$ cat src/rtl/cpu_types_pkg.sv
// Shared CPU types: opcodes, ALU ops, register widths and the ID/EX bundle.
package cpu_types_pkg;

    typedef logic [4:0]  regbits_t;
    typedef logic [31:0] word_t;

    typedef enum logic [5:0] {
        RTYPE = 6'h00,
        J     = 6'h02,
        JAL   = 6'h03,
        BEQ   = 6'h04,
        BNE   = 6'h05,
        ADDI  = 6'h08,
        ADDIU = 6'h09,
        SLTI  = 6'h0a,
        SLTIU = 6'h0b,
        ANDI  = 6'h0c,
        ORI   = 6'h0d,
        XORI  = 6'h0e,
        LUI   = 6'h0f,
        LW    = 6'h23,
        LBU   = 6'h24,
        LHU   = 6'h25,
        SB    = 6'h28,
        SH    = 6'h29,
        SW    = 6'h2b,
        LL    = 6'h30,
        SC    = 6'h38,
        HALT  = 6'h3f
    } opcode_t;

    typedef enum logic [3:0] {
        ALU_SLL  = 4'd0,
        ALU_SRL  = 4'd1,
        ALU_ADD  = 4'd2,
        ALU_SUB  = 4'd3,
        ALU_AND  = 4'd4,
        ALU_OR   = 4'd5,
        ALU_XOR  = 4'd6,
        ALU_NOR  = 4'd7,
        ALU_SLT  = 4'd8,
        ALU_SLTU = 4'd9
    } aluop_t;

    typedef struct packed {
        opcode_t    opcode;
        regbits_t   rs;
        regbits_t   rt;
        regbits_t   rd;
        logic [1:0] reg_dest;
        aluop_t     aluop;
        logic       wen;
        logic       memren;
        logic       memwen;
        logic [15:0] imm;
        word_t      rdat1;
        word_t      rdat2;
        word_t      pc4;
    } id_ex_t;

    // Opcode 0 with every field zero is a harmless sll $0,$0,0.
    localparam id_ex_t ID_EX_NOP = '0;

endpackage

$ cat src/rtl/id_ex_stage_hazard_detect.sv
// Load-use hazard detector between the load in EX and the instruction in ID.
module hazard_detect
    import cpu_types_pkg::*;
(
    input  opcode_t  opcode_ID,
    input  regbits_t rs_ID,
    input  regbits_t rt_ID,
    input  logic     memren_EX,
    input  logic     WEN_EX,
    input  regbits_t rt_EX,
    output logic     lu_haz
);

    logic reads_rt;

    always_comb begin
        reads_rt = 1'b0;
        unique case (opcode_ID)
            RTYPE, BEQ, BNE, SW, SC: reads_rt = 1'b1;
            default:                 reads_rt = 1'b0;
        endcase
    end

    assign lu_haz = memren_EX & WEN_EX & (rt_EX != '0)
                  & ((rt_EX == rs_ID) | (reads_rt & (rt_EX == rt_ID)));

endmodule

$ cat src/rtl/id_ex_stage.sv
// ID/EX pipeline register with load-use bubble, MEM freeze and flush.
module id_ex_stage
    import cpu_types_pkg::*;
#(
    parameter int CNT_W = 16
) (
    input  logic             CLK,
    input  logic             RST,
    input  logic             mem_wait,
    input  logic             flush,
    input  opcode_t          opcode_ID,
    input  regbits_t         rs_ID,
    input  regbits_t         rt_ID,
    input  regbits_t         rd_ID,
    input  logic [1:0]       reg_dest_ID,
    input  aluop_t           aluop_ID,
    input  logic             WEN_ID,
    input  logic             memren_ID,
    input  logic             memwen_ID,
    input  logic [15:0]      imm_ID,
    input  logic [31:0]      rdat1_ID,
    input  logic [31:0]      rdat2_ID,
    input  logic [31:0]      pc4_ID,
    output opcode_t          opcode_EX,
    output regbits_t         rs_EX,
    output regbits_t         rt_EX,
    output regbits_t         rd_EX,
    output logic [1:0]       reg_dest_EX,
    output aluop_t           aluop_EX,
    output logic             WEN_EX,
    output logic             memren_EX,
    output logic             memwen_EX,
    output logic [15:0]      imm_EX,
    output logic [31:0]      rdat1_EX,
    output logic [31:0]      rdat2_EX,
    output logic [31:0]      pc4_EX,
    output logic             stall_ID,
    output logic [CNT_W-1:0] bubble_cnt,
    output logic [CNT_W-1:0] freeze_cnt
);

    typedef enum logic {RUN, BUBBLE} state_t;

    state_t state, state_n;
    logic   flush_pend, flush_pend_n;
    logic   lu_haz;
    logic   bump_bubble;
    id_ex_t ex_q, ex_n, id_bus;

    assign id_bus = '{
        opcode:   opcode_ID,
        rs:       rs_ID,
        rt:       rt_ID,
        rd:       rd_ID,
        reg_dest: reg_dest_ID,
        aluop:    aluop_ID,
        wen:      WEN_ID,
        memren:   memren_ID,
        memwen:   memwen_ID,
        imm:      imm_ID,
        rdat1:    rdat1_ID,
        rdat2:    rdat2_ID,
        pc4:      pc4_ID
    };

    hazard_detect u_haz (
        .opcode_ID (opcode_ID),
        .rs_ID     (rs_ID),
        .rt_ID     (rt_ID),
        .memren_EX (ex_q.memren),
        .WEN_EX    (ex_q.wen),
        .rt_EX     (ex_q.rt),
        .lu_haz    (lu_haz)
    );

    always_comb begin
        state_n      = state;
        flush_pend_n = flush_pend;
        ex_n         = ex_q;
        bump_bubble  = 1'b0;
        if (mem_wait) begin
            if (flush) flush_pend_n = 1'b1;
        end else if (flush | flush_pend) begin
            ex_n         = ID_EX_NOP;
            flush_pend_n = 1'b0;
            state_n      = RUN;
        end else if (state == RUN && lu_haz) begin
            ex_n        = ID_EX_NOP;
            state_n     = BUBBLE;
            bump_bubble = 1'b1;
        end else begin
            ex_n    = id_bus;
            state_n = RUN;
        end
    end

    always_ff @(posedge CLK or posedge RST) begin
        if (RST) begin
            state      <= RUN;
            flush_pend <= 1'b0;
            ex_q       <= ID_EX_NOP;
            bubble_cnt <= '0;
            freeze_cnt <= '0;
        end else begin
            state      <= state_n;
            flush_pend <= flush_pend_n;
            ex_q       <= ex_n;
            if (bump_bubble && bubble_cnt != '1)
                bubble_cnt <= bubble_cnt + CNT_W'(1);
            if (mem_wait && freeze_cnt != '1)
                freeze_cnt <= freeze_cnt + CNT_W'(1);
        end
    end

    // A flush squashes the ID instruction, so it must not also stall it.
    assign stall_ID = ~RST & (mem_wait
                    | (state == RUN & lu_haz & ~flush & ~flush_pend));

    assign opcode_EX   = ex_q.opcode;
    assign rs_EX       = ex_q.rs;
    assign rt_EX       = ex_q.rt;
    assign rd_EX       = ex_q.rd;
    assign reg_dest_EX = ex_q.reg_dest;
    assign aluop_EX    = ex_q.aluop;
    assign WEN_EX      = ex_q.wen;
    assign memren_EX   = ex_q.memren;
    assign memwen_EX   = ex_q.memwen;
    assign imm_EX      = ex_q.imm;
    assign rdat1_EX    = ex_q.rdat1;
    assign rdat2_EX    = ex_q.rdat2;
    assign pc4_EX      = ex_q.pc4;

endmodule

$ cat config.mk
export PLATFORM = sky130hd
export DESIGN_NAME = id_ex_stage
export DESIGN_NICKNAME = d
export VERILOG_FILES = /design/src/rtl/cpu_types_pkg.sv /design/src/rtl/id_ex_stage_hazard_detect.sv /design/src/rtl/id_ex_stage.sv
export SDC_FILE = /design/constraint.sdc
export NUM_CORES = 1
export LEC_CHECK = 0
export CAP_MARGIN = 20
export CELL_PAD_IN_SITES_DETAIL_PLACEMENT = 0
export CELL_PAD_IN_SITES_GLOBAL_PLACEMENT = 1
export CORE_MARGIN = 4
export CORE_UTILIZATION = 28
export DETAILED_ROUTE_END_ITERATION = 7
export PLACE_DENSITY = 0.73
export SLEW_MARGIN = 5
export SYNTH_ARGS = -nofsm -noshare
export SYNTH_HDL_FRONTEND = slang
export SYNTH_SLANG_ARGS = --single-unit
$ cat constraint.sdc
create_clock -name CLK -period 5.2 [get_ports CLK]
set_clock_uncertainty 0.05 [all_clocks]
set_input_delay 0.78 -clock CLK [delete_from_list [all_inputs] [get_ports CLK]]
set_output_delay 0.78 -clock CLK [all_outputs]
set_load 0.05 [all_outputs]
==> results of run 1 <==
## final timing paths
check                         startpoint             to  depth (start not counted)
max                             rt_ID[3]       stall_ID                          8
min                        bubble_cnt[8]  bubble_cnt[8]                          1
max reg2reg                     rt_EX[0]    rdat2_EX[3]                          7
min reg2reg                bubble_cnt[8]  bubble_cnt[8]                          1
max in group asynchronous            RST   rdat1_EX[10]                          3
min in group asynchronous            RST  bubble_cnt[3]                          3
## cell type report
class | instances | area, um^2
clock buffer | 20 | 457
clock inverter | 12 | 173
sequential | 176 | 4400
multi-input combinational | 269 | 2130
timing repair buffer | 324 | 3260
inverter | 5 | 22.5
tap | 319 | 399
fill | 2194 | 12800
## state kept, by name, indices dropped and copies added, names as in the netlist
| name | cells |
|---|---|
| rdat2_EX | 32 |
| opcode_EX | 6 |
| WEN_EX | 1 |
| memren_EX | 1 |
| memwen_EX | 1 |
| imm_EX | 16 |
| reg_dest_EX | 2 |
| rt_EX | 5 |
| rs_EX | 5 |
| aluop_EX | 4 |
| rdat1_EX | 32 |
| flush_pend | 1 |
| rd_EX | 5 |
| pc4_EX | 32 |
| state | 1 |
| freeze_cnt | 16 |
| bubble_cnt | 16 |
## placed cells by master, fill, tap and decap left out, drive strengths merged, types with 4 or more instances in the layout
cell and count:
a22o 142, and4 6, buf 5, clkbuf 20, clkdlybuf4s50 319, clkinvlp 4
dfrtp 176, inv 8, nand2 13, nand3 14, nand4 8, nor2 8
nor3 4, nor4 7, xnor2 16, xor2 24
## synth_stat cells
cell type,instances,area (um^2)
clkbuf_1,18,67.6
nor4b_1,1,8.76
nand2_1,13,48.8
a21o_1,1,7.51
o21ai_0,1,5.00
or2_2,1,6.26
ha_1,2,25.0
and2_1,1,6.26
or4_1,2,15.0
nand3_1,14,70.1
o32ai_1,1,8.76
a21oi_1,2,10.0
buf_6,9,101
a22o_1,142,1240
mux2_2,2,22.5
o22ai_1,1,6.26
nor4_1,7,43.8
and4_1,6,52.6
xor2_1,24,210
dfrtp_1,176,4400
nor3b_1,3,22.5
o2111ai_1,1,8.76
nor2b_4,1,13.8
buf_4,2,15.0
xnor2_1,16,140
a2111oi_0,1,8.76
o31a_1,1,8.76
nand4_1,8,50.1
buf_2,7,35.0
nand2b_1,1,6.26
nor3_1,4,20.0
and3_1,3,18.8
o21a_1,1,7.51
nor2_1,8,30.0
inv_1,5,18.8
## through the flow
step	instances	setup WS, ns	hold slack (ns)
finish	1125	0.766	0.446
detailed placement	1093	0.760	0.432
floorplan	486	1.51	0.411
CTS	1125	0.744	0.450
global placement	1093	0.809	0.430
global route	1125	0.631	0.471
## where the power goes
| part | leakage, uW | internal (uW) | switching, uW |
|---|---|---|---|
| sequential | 0.00235 | 1470 | 88.3 |
| combinational | 0.00211 | 366 | 568 |
| clock | 0.000299 | 797 | 578 |
| total | 0.00476 | 2640 | 1230 |
## cells by family (layout without fill, tap and decap cells)
logic type	count (synthesis)	count (layout)	synth area share, %
buffers and inverters	41	361	3.51
XOR/XNOR	40	40	5.18
adder cells (fa/ha/maj)	2	2	0.370
flip-flops	176	176	65.1
AND/OR/NAND/NOR	73	73	6.10
multiplexers	2	2	0.333
AO/OA/AOI/OAI	152	152	19.4
## critical path: stages
cell	delay, ns
clkdlybuf4s50_1	0.46
xor2_1	0.16
nor4_1	0.37
nand3_1	0.12
o31a_1	0.51
nand2b_1	0.24
a21oi_1	0.14
clkdlybuf4s50_1	0.82
## layer usage
| layer | up-vias | wire [um] | global-route usage (%) |
|---|---|---|---|
| li1 | 2444 | - | - |
| met1 | 2638 | 8660 | 19.5 |
| met2 | 213 | 9990 | 24.2 |
| met3 | 17 | 1940 | 6.26 |
| met4 | 2 | 272 | 3.93 |
| met5 | - | 13 | 0 |
==> impl_summary.md, run 1 <==
Timing
The total of endpoints with negative setup slack in the final report is 0. Setup repair after global routing left no endpoint under its margin. The total negative setup slack is 0 ns. The number of max-slew violations in the final report was 0. At the pin with the least slew margin, the transition time is 1.11 ns. The upper clock frequency limit is 226 MHz. The minimum clock period is 4.43 ns. The worst pin sits at a relative slew slack of 26.3%. The number of hold-slack violations in the final timing report is 0. The final clock period utilization by the worst path is 85.3%.

Clock tree
The total of hold buffers inserted after clock tree synthesis is 0. The CTS tree is yes. Post-CTS timing repair inserted 0 buffers for setup.

The clock passes through at most 2 buffers. Clock-pin slew was measured on the worst setup and hold paths at 0.06 ns. The clock buffer count from CTS is 17. The CTS H-tree depth is 4.

Clock tree synthesis selected as its root buffer the cell clkbuf_16. In this run, post-CTS repair resized a total of 0 instances. The clock latency of the later-clocked register in the worst-skew pair is 0.42 ns.

The total number of clock tree sinks is 176.

Global routing
Global routing finished with a remaining overflow of 0. The total global-route track usage is 15.3%. The maximum number of pins on one net before global-route repair is 177. The via count of the first global-routing pass is 5598. The number of antenna violations at the first check in global routing is 1. The first global-routing pass estimated 32.2 mm of wire.

Power and ir drop
The worst-case IR drop observed on VDD is 0.197 mV. The total power consumption of the routed design is 3870 uW. Summed over all cells, the static leakage comes to 0.00476 uW. In this run the power density over the cells is 357 mW/mm^2.

Worst hold path
The path class of the tightest hold or removal check is flop to flop.

Routing
Summed over all layers, the routed wires come to 20.9 mm. The total via count in the routed design is 5314. The average wire per cell in the routed design is 18.6 um. For this run, design rule violations remaining after detail routing come to 0. The number of detailed-routing iterations run before antenna repair is 6. Using the TritonRoute via totals, the vias-per-cell ratio works out to 4.72.

The remaining antenna violation count after routing is 0. In this run, the number of DRC markers left after iteration 0 of detailed routing was 214.

Cells and area
The net count of the finished layout is 941. 0 antenna diodes ended up in the layout. The post-route core utilization is 45.9%. The share of post-route cells with drive strength above 1 is 5.09%. The layout overhead on the synthesized area is 60.1%. The design area is 0.0108 mm^2.

Yosys
The sequential area share after synthesis is 65.1%. Synthesis produced a netlist with a net count of 634. The number of warning messages in the yosys log is 0. Counting flops and latches in the post-synthesis netlist gives 176. Each instance of the synthesized netlist takes up on average 13.9 um^2. The number of standard cells after synthesis is 486. The synthesized netlist contains 35 unique library cells.

The synthesized netlist occupies a cell area of 0.00677 mm^2.

Flow run
Across the run, the number of max-cap violations was 0.

Placed design
The count of buffers added on input and output ports is 320. After detailed placement, the total cell area comes to 0.0102 mm^2. The placer congestion estimate is 0.752. The wire-length estimate of the detail-placed layout is 14.2 mm.

Floorplan
In this run the core area contains 56 standard-cell rows. The die covers 0.0267 mm^2. 321 I/O pins were placed. The starting utilization of the core area is 28.7%. The region available for standard cell placement spans 0.0236 mm^2. The die width is 163 um.

From bottom edge to top edge, the die measures 163 um.

Outcome
The flow ran to the end, and the final reports show no timing, DRC or antenna violations.

Setup path
STA puts the critical path data arrival time at 3.60 ns. For the worst setup path, the data required time is 4.37 ns. The highest net fanout along the worst path is 18. The worst register-to-register path has a setup slack of 2.00 ns. The type of destination of the critical path is an output pin. The worst setup path is launched from an input pin.

The kind of critical path is input pin to output pin.
(Power assumes the default switching activity.)
==> run 2: changes to the inputs <==
--- a/config.mk
+++ b/config.mk
@@ -12,6 +12,7 @@
 export CORE_UTILIZATION = 28
 export DETAILED_ROUTE_END_ITERATION = 7
 export PLACE_DENSITY = 0.73
+export SETUP_SLACK_MARGIN = 0.4
 export SLEW_MARGIN = 5
 export SYNTH_ARGS = -nofsm -noshare
 export SYNTH_HDL_FRONTEND = slang
==> results of run 2 <==
Final layout, timing and power as in run 1 (identical DEF).
